==> src/rtl/path_pkg.sv <==
// Shared types and constants for the heap path sift sequencer.
// Entry layout: [64]=valid, [63:32]=key, [31:0]=payload.
package path_pkg;

   localparam int DEPTH     = 1000;
   localparam int AW        = 16;
   localparam int KW        = 32;
   localparam int DW        = 65;

   localparam int VALID_BIT = 64;
   localparam int KEY_MSB   = 63;
   localparam int KEY_LSB   = 32;

   typedef struct packed {
      logic          v;
      logic [KW-1:0] k;
   } vk_t;

   typedef enum logic [3:0] {
      ST_IDLE,
      ST_RD_CUR,
      ST_RD_P,
      ST_RD_L,
      ST_RD_R,
      ST_CMP,
      ST_WR_1,
      ST_WR_2,
      ST_DONE
   } state_e;

   // An invalid entry behaves as key +infinity; ties are never "less".
   function automatic logic key_less(input vk_t a, input vk_t b);
      return a.v && (!b.v || (a.k < b.k));
   endfunction

endpackage

==> src/rtl/path_key_cmp.sv <==
// Picks the lesser of two candidates (a, optional b) and flags a swap
// when that candidate is strictly less than the reference entry.
module path_key_cmp
   import path_pkg::*;
(
   input  vk_t  ref_vk_i,
   input  vk_t  a_vk_i,
   input  vk_t  b_vk_i,
   input  logic b_ok_i,
   output logic sel_b_o,
   output logic swap_o
);

   vk_t child;

   assign sel_b_o = b_ok_i && key_less(b_vk_i, a_vk_i);
   assign child   = sel_b_o ? b_vk_i : a_vk_i;
   assign swap_o  = key_less(child, ref_vk_i);

endmodule

==> src/rtl/path_sift_ctrl.sv <==
// Multi-cycle sift-up / sift-down sequencer over a 1R/1W path RAM.
// Optional swap counter enabled by defining PATH_SIFT_STATS_EN.
module path_sift_ctrl
   import path_pkg::*;
(
   input  logic          system1000,
   input  logic          system1000_rstn,
   input  logic          cmd_valid,
   output logic          cmd_ready,
   input  logic          cmd_op,
   input  logic [AW-1:0] cmd_idx,
   input  logic [AW-1:0] heap_size,
   output logic          rd_en,
   output logic [AW-1:0] rd_addr,
   input  logic [DW-1:0] rd_data,
   output logic          wr_en,
   output logic [AW-1:0] wr_addr,
   output logic [DW-1:0] wr_data,
   output logic          done,
   output logic [AW-1:0] done_idx,
   output logic          done_err,
   output logic [31:0]   stat_swaps
);

   state_e        state_q, state_d;
   logic          op_q, op_d;
   logic [AW-1:0] idx_q, idx_d;
   logic [AW-1:0] size_q, size_d;
   logic [AW-1:0] nidx_q, nidx_d;
   logic          first_q, first_d;
   logic          err_q, err_d;
   logic          has_r_q, has_r_d;
   logic [DW-1:0] cur_q, cur_d;
   logic [DW-1:0] l_q, l_d;
   logic [DW-1:0] nb_q, nb_d;

   logic [AW:0]   l_w, r_w, size_w;
   logic [AW-1:0] p_w;
   vk_t           rd_vk, cur_vk, l_vk;
   vk_t           cmp_ref, cmp_a;
   logic          cmp_b_ok, sel_b, do_swap;

   // Child indices are AW+1 bits wide so 2*idx+2 cannot wrap.
   assign l_w    = {idx_q, 1'b1};
   assign r_w    = l_w + (AW+1)'(1);
   assign size_w = {1'b0, size_q};
   assign p_w    = (idx_q - AW'(1)) >> 1;

   assign rd_vk  = {rd_data[VALID_BIT], rd_data[KEY_MSB:KEY_LSB]};
   assign cur_vk = {cur_q[VALID_BIT], cur_q[KEY_MSB:KEY_LSB]};
   assign l_vk   = {l_q[VALID_BIT], l_q[KEY_MSB:KEY_LSB]};

   // Up: cur vs parent (on rd_data). Down: min(L, R) vs cur.
   assign cmp_ref  = op_q ? cur_vk : rd_vk;
   assign cmp_a    = op_q ? l_vk : cur_vk;
   assign cmp_b_ok = op_q & has_r_q;

   path_key_cmp u_cmp (
      .ref_vk_i (cmp_ref),
      .a_vk_i   (cmp_a),
      .b_vk_i   (rd_vk),
      .b_ok_i   (cmp_b_ok),
      .sel_b_o  (sel_b),
      .swap_o   (do_swap)
   );

   always_ff @(posedge system1000 or negedge system1000_rstn) begin
      if (!system1000_rstn) begin
         state_q <= ST_IDLE;
         op_q    <= 1'b0;
         idx_q   <= '0;
         size_q  <= '0;
         nidx_q  <= '0;
         first_q <= 1'b0;
         err_q   <= 1'b0;
         has_r_q <= 1'b0;
         cur_q   <= '0;
         l_q     <= '0;
         nb_q    <= '0;
      end else begin
         state_q <= state_d;
         op_q    <= op_d;
         idx_q   <= idx_d;
         size_q  <= size_d;
         nidx_q  <= nidx_d;
         first_q <= first_d;
         err_q   <= err_d;
         has_r_q <= has_r_d;
         cur_q   <= cur_d;
         l_q     <= l_d;
         nb_q    <= nb_d;
      end
   end

   always_comb begin
      state_d   = state_q;
      op_d      = op_q;
      idx_d     = idx_q;
      size_d    = size_q;
      nidx_d    = nidx_q;
      first_d   = first_q;
      err_d     = err_q;
      has_r_d   = has_r_q;
      cur_d     = cur_q;
      l_d       = l_q;
      nb_d      = nb_q;
      cmd_ready = 1'b0;
      rd_en     = 1'b0;
      rd_addr   = '0;
      wr_en     = 1'b0;
      wr_addr   = '0;
      wr_data   = '0;
      done      = 1'b0;
      done_idx  = '0;
      done_err  = 1'b0;

      unique case (state_q)
         ST_IDLE: begin
            cmd_ready = 1'b1;
            if (cmd_valid) begin
               op_d    = cmd_op;
               idx_d   = cmd_idx;
               size_d  = heap_size;
               first_d = 1'b1;
               err_d   = (cmd_idx >= heap_size);
               state_d = (cmd_idx >= heap_size) ? ST_DONE : ST_RD_CUR;
            end
         end
         ST_RD_CUR: begin
            rd_en   = 1'b1;
            rd_addr = idx_q;
            state_d = op_q ? ST_RD_L : ST_RD_P;
         end
         ST_RD_P: begin
            if (first_q) begin
               cur_d   = rd_data;
               first_d = 1'b0;
            end
            if (idx_q == '0) begin
               state_d = ST_DONE;
            end else begin
               rd_en   = 1'b1;
               rd_addr = p_w;
               nidx_d  = p_w;
               state_d = ST_CMP;
            end
         end
         ST_RD_L: begin
            if (first_q) begin
               cur_d   = rd_data;
               first_d = 1'b0;
            end
            if (l_w >= size_w) begin
               state_d = ST_DONE;
            end else begin
               rd_en   = 1'b1;
               rd_addr = l_w[AW-1:0];
               state_d = ST_RD_R;
            end
         end
         ST_RD_R: begin
            l_d     = rd_data;
            nidx_d  = l_w[AW-1:0];
            has_r_d = (r_w < size_w);
            if (r_w < size_w) begin
               rd_en   = 1'b1;
               rd_addr = r_w[AW-1:0];
            end
            state_d = ST_CMP;
         end
         ST_CMP: begin
            if (!op_q) begin
               nb_d = rd_data;
            end else if (sel_b) begin
               nb_d   = rd_data;
               nidx_d = r_w[AW-1:0];
            end else begin
               nb_d = l_q;
            end
            state_d = do_swap ? ST_WR_1 : ST_DONE;
         end
         ST_WR_1: begin
            wr_en   = 1'b1;
            wr_addr = idx_q;
            wr_data = nb_q;
            state_d = ST_WR_2;
         end
         ST_WR_2: begin
            wr_en   = 1'b1;
            wr_addr = nidx_q;
            wr_data = cur_q;
            idx_d   = nidx_q;
            state_d = op_q ? ST_RD_L : ST_RD_P;
         end
         ST_DONE: begin
            done     = 1'b1;
            done_idx = idx_q;
            done_err = err_q;
            state_d  = ST_IDLE;
         end
         default: state_d = ST_IDLE;
      endcase
   end

`ifdef PATH_SIFT_STATS_EN
   logic [31:0] stat_q;

   always_ff @(posedge system1000 or negedge system1000_rstn) begin
      if (!system1000_rstn) begin
         stat_q <= '0;
      end else if (state_q == ST_WR_2) begin
         stat_q <= stat_q + 32'd1;
      end
   end

   assign stat_swaps = stat_q;
`else
   assign stat_swaps = '0;
`endif

endmodule

==> config.mk <==
export PLATFORM = sky130hd
export DESIGN_NAME = path_sift_ctrl
export DESIGN_NICKNAME = d
export VERILOG_FILES = /design/src/rtl/path_pkg.sv /design/src/rtl/path_key_cmp.sv /design/src/rtl/path_sift_ctrl.sv
export SDC_FILE = /design/constraint.sdc
export NUM_CORES = 1
export LEC_CHECK = 0
export ABC_AREA = 1
export CORE_MARGIN = 4
export CORE_UTILIZATION = 55
export DETAILED_ROUTE_END_ITERATION = 8
export PLACE_DENSITY = 0.87
export SLEW_MARGIN = 30
export SYNTH_ARGS = -nofsm -noshare
export SYNTH_HDL_FRONTEND = slang
export SYNTH_SLANG_ARGS = --single-unit
==> constraint.sdc <==
create_clock -name system1000 -period 4.8 [get_ports system1000]
set_clock_uncertainty 0.2 [all_clocks]
set_input_delay 0.96 -clock system1000 [delete_from_list [all_inputs] [get_ports system1000]]
set_output_delay 0.96 -clock system1000 [all_outputs]
set_load 0.02 [all_outputs]
* Word level (Yosys, flattened, before mapping)
Cells that the tools add are included.
Word-level totals: bits in registers 251, output and inout bits 150, logic and storage cells 86, bits of input ports 101
Operators by class: muxes and demuxes 35, add/sub/neg operators 2, order comparisons 5, equality and inequality tests 12, reduce and logical (&&, ||, !) cells 20, bitwise gates (word level) 1
Operator list (number):
- 65-bit two-way mux | 2
- 65-bit case mux with 2 select lines | 1
- 16-bit two-way mux | 7
- 33-bit two-way mux | 3
- 32-bit < comparator | 2
- 16-bit case mux with 2 select lines | 2
- 16-bit case mux with 4 select lines | 1
- 16-bit case mux with 3 select lines | 1
- 4-bit case mux with 7 select lines | 1
- 4-bit two-way mux | 5
- 17-bit by 1-bit adder with 17-bit output, second input constant | 1
- 17-bit by 16-bit greater-or-equal comparator with 1-bit output | 1
- 17-bit by 16-bit < comparator with 1-bit output | 1
- 4-bit by 3-bit == test with 1-bit output, second input constant | 4
- 16-bit greater-or-equal comparator | 1
- 16-bit logical NOT | 1
- 16-bit by 1-bit subtractor with 16-bit output, second input constant | 1
- 15-bit two-way mux | 1
- 1-bit two-way mux | 9
- 4-bit by 2-bit == test with 1-bit output, second input constant | 2
- 2-bit AND reduction | 4
- 2-bit inequality test, second input constant | 3
- 2-bit OR reduction | 3
- 4-bit by 1-bit == test with 1-bit output, second input constant | 1
- other kinds (12) | 17

* Longest topological paths before layout
word-level depth 11, mapped depth 37, gate-level depth less buffers 34

* Cells and area by module
From an unflattened synthesis, not the netlist that was laid out.
Second synthesis, totals: cell total of the unflattened synthesis 2238, area total of the unflattened synthesis 16159.2 sq um
By module, submodules not included:
- path_sift_ctrl | sequential area each 6281.0 sq um, cells each 1910, instances 1, area an instance 14232.4 sq um
- path_key_cmp | sequential area each 0.0 sq um, cells each 328, instances 1, area an instance 1926.8 sq um

* Worst setup path before layout
No wires, ideal clock.
kind flip-flop to output port, start register idx_q[1], end output rd_addr[10], data arrival time 3038 ps, stages on the path, launching flop included 23, required time 3640 ps, slack 602 ps, cells stage by stage dfrtp_1 > ha_1 > nand3_1 > nor2_1 > inv_1 > nor2_1 > inv_1 > nor2_1 > inv_1 > nor2_1 > inv_1 > nor3_1 > xor2_1 > inv_1 > ha_1 > inv_1 > o211ai_1 > nor2_1 > nand2_1 > nor2_1 > nand2_2 > buf_2 > o221ai_1
Between the ends: cells in the longest elaborated chain, start to end 4, elaborated cells between the ends (all ways) 9
RTL lines:
- start: declaration | RTL line path_sift_ctrl.sv:27 | logic [AW-1:0] idx_q, idx_d;
- start signal: assignment | RTL line path_sift_ctrl.sv:83 | idx_q <= idx_d;
- 17-bit by 1-bit adder with 17-bit output | RTL line path_sift_ctrl.sv:45 | assign r_w = l_w + (AW+1)'(1);
- 17-bit by 16-bit < comparator with 1-bit output | RTL line path_sift_ctrl.sv:165 | if (r_w < size_w) begin
- 16-bit two-way mux | RTL line path_sift_ctrl.sv:165
- 16-bit case mux with 4 select lines * | RTL line path_sift_ctrl.sv:117 | unique case (state_q)
- end: declaration | RTL line path_sift_ctrl.sv:14 | output logic [AW-1:0] rd_addr,
Every way passes the cells marked *; elsewhere a longest branch is shown, timed or not.

* Worst setup path in the final report
start register idx_q[1], end output rd_addr[3]
The elaborated chain is that of the path after synthesis.

==> impl_results.md <==
* Status: complete, but fails checks
* Failing checks: negative setup slack
* Number of CTS-inserted buffers at 28
* Yosys reg bits at 251
* Worst Path Arrival at 3.91 ns
* Hold Fails Final Rpt at 0
* Clock Tree Root: clkbuf_16
* Vias per Instance at 5.75
* Initial DRC Count at 1,657
* Leak at 9.48 nW
* CTS clock-pin slew for the worst setup and hold paths at 0.07 ns
* Non-filler instance count after layout at 2,719
* Hold Path Class: in -> async
* Clock buffer depth at 3
* Final ANT Viol Nets at 0
* Fin crit share at 106%
* Ys async rst share at 100%
* Num rows at 61
* Hpwl dp at 32,800 um
* Dominant cell type by area after synthesis: dfrtp_1
* Avg Inst Size Synth at 7.55 um2
* Max H-tree Level at 1
* # IOs at 251
* Filler cells at 2,174
* Sequential fraction of the synthesis area at 40.3%
* Max-slew headroom at 39.2%
* # nets final at 2,531
* Synth top area cells: dfrtp_1 40%, o21ai_0 13%, nand2_1 11%, ha_1 8.9%, inv_1 6.1%
* P&R area growth vs syn at 27.6%
* Starting density of the core at 55.9%
* Share of layout cells above drive strength 1 at 9.87%
* Synth Cell Area at 0.0156 mm2
* First-pass GRT wire length at 76,500 um
* Critical Path Source Type: flip-flop
* Crit path required time at 3.64 ns
* Die ar. at 0.0311 mm2
* Core area at 0.0279 mm2
* Worst-Skew Late Latency at 0.55 ns
* Register Area at 0.00628 mm2
* DP Worst Slack at -0.116 ns
* RD Place Congestion at 1.00
* DRC viols at 0
* Die Wd at 176 um
* Yosys warns at 0
* Dpl cells at 2,651
* Clk sink count at 251
* RSZ-0062 raised after global routing: yes
* Maximum vdd drop at 0.000391 V
* Cell variety after synth at 43
* All-Layer GR Usage at 29.7%
* Final worst setup slack at -0.267 ns
* Drt first pass iters at 6
* Multi-input gate area at 0.00793 mm2
* Max-cap violations at 0
* Initial antenna violation count at 2
* Die Y at 176 um
* Final Util at 71.4%
* Port bufs at 218
* Mapped Cells at 2,065
* Synth Flop Type: dfrtp_1
* List of most frequent post-synthesis cells: 446 x nand2_1, 415 x o21ai_0, 254 x inv_1
* CTS tree: yes
* Crit Path Category: reg -> out
* Pin slew with the least headroom to its limit at 0.912 ns
* Total grt overflow at 0
* Tmin final at 5.07 ns
* Worst-path maximum fanout at 6
* Vias at 15,600
* Top cell type's share of synthesized area at 40.3%
* Setup-failing EPs final at 16
* Top-count cell post-synth: nand2_1
* DR WL/cell at 17.7 um
* Vias in the first global route at 15,300
* Largest net degree at the start of global routing at 103
* Achievable frequency at 197 MHz
* Final WL at 48,200 um
* Number of synthesized flops with an enable pin at 0
* CP Capture Type: primary output
* Slew Limit Fails at 0
* Cell area power density at 658 mW/mm2
-- critical path, stage by stage (launching register included) --
cell	delay [ns]
dfrtp_1	0.36
ha_2	0.20
nand3_2	0.10
nor2_1	0.11
inv_1	0.07
nor2_2	0.13
inv_1	0.08
buf_4	0.13
buf_4	0.12
buf_4	0.12
nand2_1	0.13
inv_1	0.08
ha_1	0.30
nand4_1	0.18
a21oi_1	0.26
o21ai_1	0.12
nand2_1	0.08
nor2_1	0.05
nand2_2	0.17
inv_4	0.09
a221o_1	0.35
buf_6	0.14
-- registers in the layout, indices dropped and copies added, names as in the netlist --
signal and count:
cur_q 65, l_q 65, nb_q 65, idx_q 16, nidx_q 16, size_q 16
state_q 4, err_q 1, first_q 1, has_r_q 1, op_q 1
-- area by class of cell --
class	count	share of cell area (%)
Tap cell	378	2.38
Multi-Input combinational cell	1433	39.9
Antenna cell	1	0.0126
Clock inverter	11	0.950
Sequential cell	251	31.6
Clock buffer	40	4.06
Timing Repair Buffer	335	16.0
Inverter	270	5.16
-- logic make-up (layout without fill, tap and decap cells) --
group	after synthesis	count (layout)	share of synthesized area [%]
AOI/OAI and AO/OA	654	654	22.9
xor gates and xnor gates	24	24	1.35
adders and majority gates	111	111	8.91
buffers and inverters	412	656	10.8
DFF	251	251	40.3
other	1	33	0.0241
and+or+nand+nor	612	612	15.7
-- worst paths after layout --
kind / from / slack (ns) / end / depth (start not counted)
max: idx_q[1]$_DFFE_PN0P_ / -0.27 / rd_addr[3] / 21
min: system1000_rstn / 0.27 / idx_q[9]$_DFFE_PN0P_ / 1
max in group asynchronous: system1000_rstn / 2.98 / nb_q[56]$_DFFE_PN0P_ / 2
max reg2reg: op_q$_DFFE_PN0P_ / 0.35 / state_q[3]$_DFFE_PN0P_ / 28
min reg2reg: l_q[2]$_DFFE_PN0P_ / 0.28 / l_q[2]$_DFFE_PN0P_ / 2
min in group system1000: l_q[2]$_DFFE_PN0P_ / 0.28 / l_q[2]$_DFFE_PN0P_ / 2
-- cells in the final DEF (no fill, tap or decap), types with 5 or more instances in the layout --
cell type        count
ha_1               109
buf_12               8
inv_4                5
a22oi_1             11
o221ai_1             6
conb_1              32
nand2_1            445
clkdlybuf4s50_1    200
nand4_1             18
o21ai_1              5
inv_2                9
inv_1              250
xor2_1              23
nand3_1             14
buf_6               12
nand2_2              5
buf_4              111
o21ai_0            413
bufinv_16            5
o21a_1               7
clkbuf_16           30
a21oi_1             87
nor2_1             104
clkbuf_1             7
o211ai_1            21
nor3_1               6
clkinv_1             6
o22ai_1             71
dfrtp_1            250
-- power by group --
group	internal (W)	switching [W]	total [W]	leakage, nW
clock network	0.00144	0.000877	0.00231	0.487
registers	0.00318	0.000580	0.00376	3.06
logic	0.00267	0.00435	0.00702	5.94
total	0.00728	0.00581	0.0131	9.48
-- what timing repair did --
| action | 4_1_cts | 5_1_grt |
|---|---|---|
| gates cloned | 0 | 1 |
| gates resized for setup | 108 | 30 |
| endpoints found under the setup margin | 17 | 18 |
| pin swaps | 2 | 12 |
| setup buffers | 8 | 8 |
| hold buffers | 0 | 0 |
-- metal layers --
layer / share of wire (%) / GRT usage (%)
met5: 0.056 / 0
met4: 3.3 / 9.74
met3: 8.8 / 5.67
met2: 48 / 50.1
met1: 40 / 38.8
-- through the flow --
step                hold slack (ns)  TNS [ns]  instance area (um2)  power, W
global placement              0.255    -0.324                18600    0.0101
CTS                           0.284    -0.564                19700    0.0129
finish                        0.272     -2.86                19900    0.0131
detailed placement            0.269     -1.00                18600    0.0104
global route                  0.300     -5.82                19900    0.0142
floorplan                     0.242         0                15700   0.00809
No activity file was read; power rests on OpenSTA's default activity.
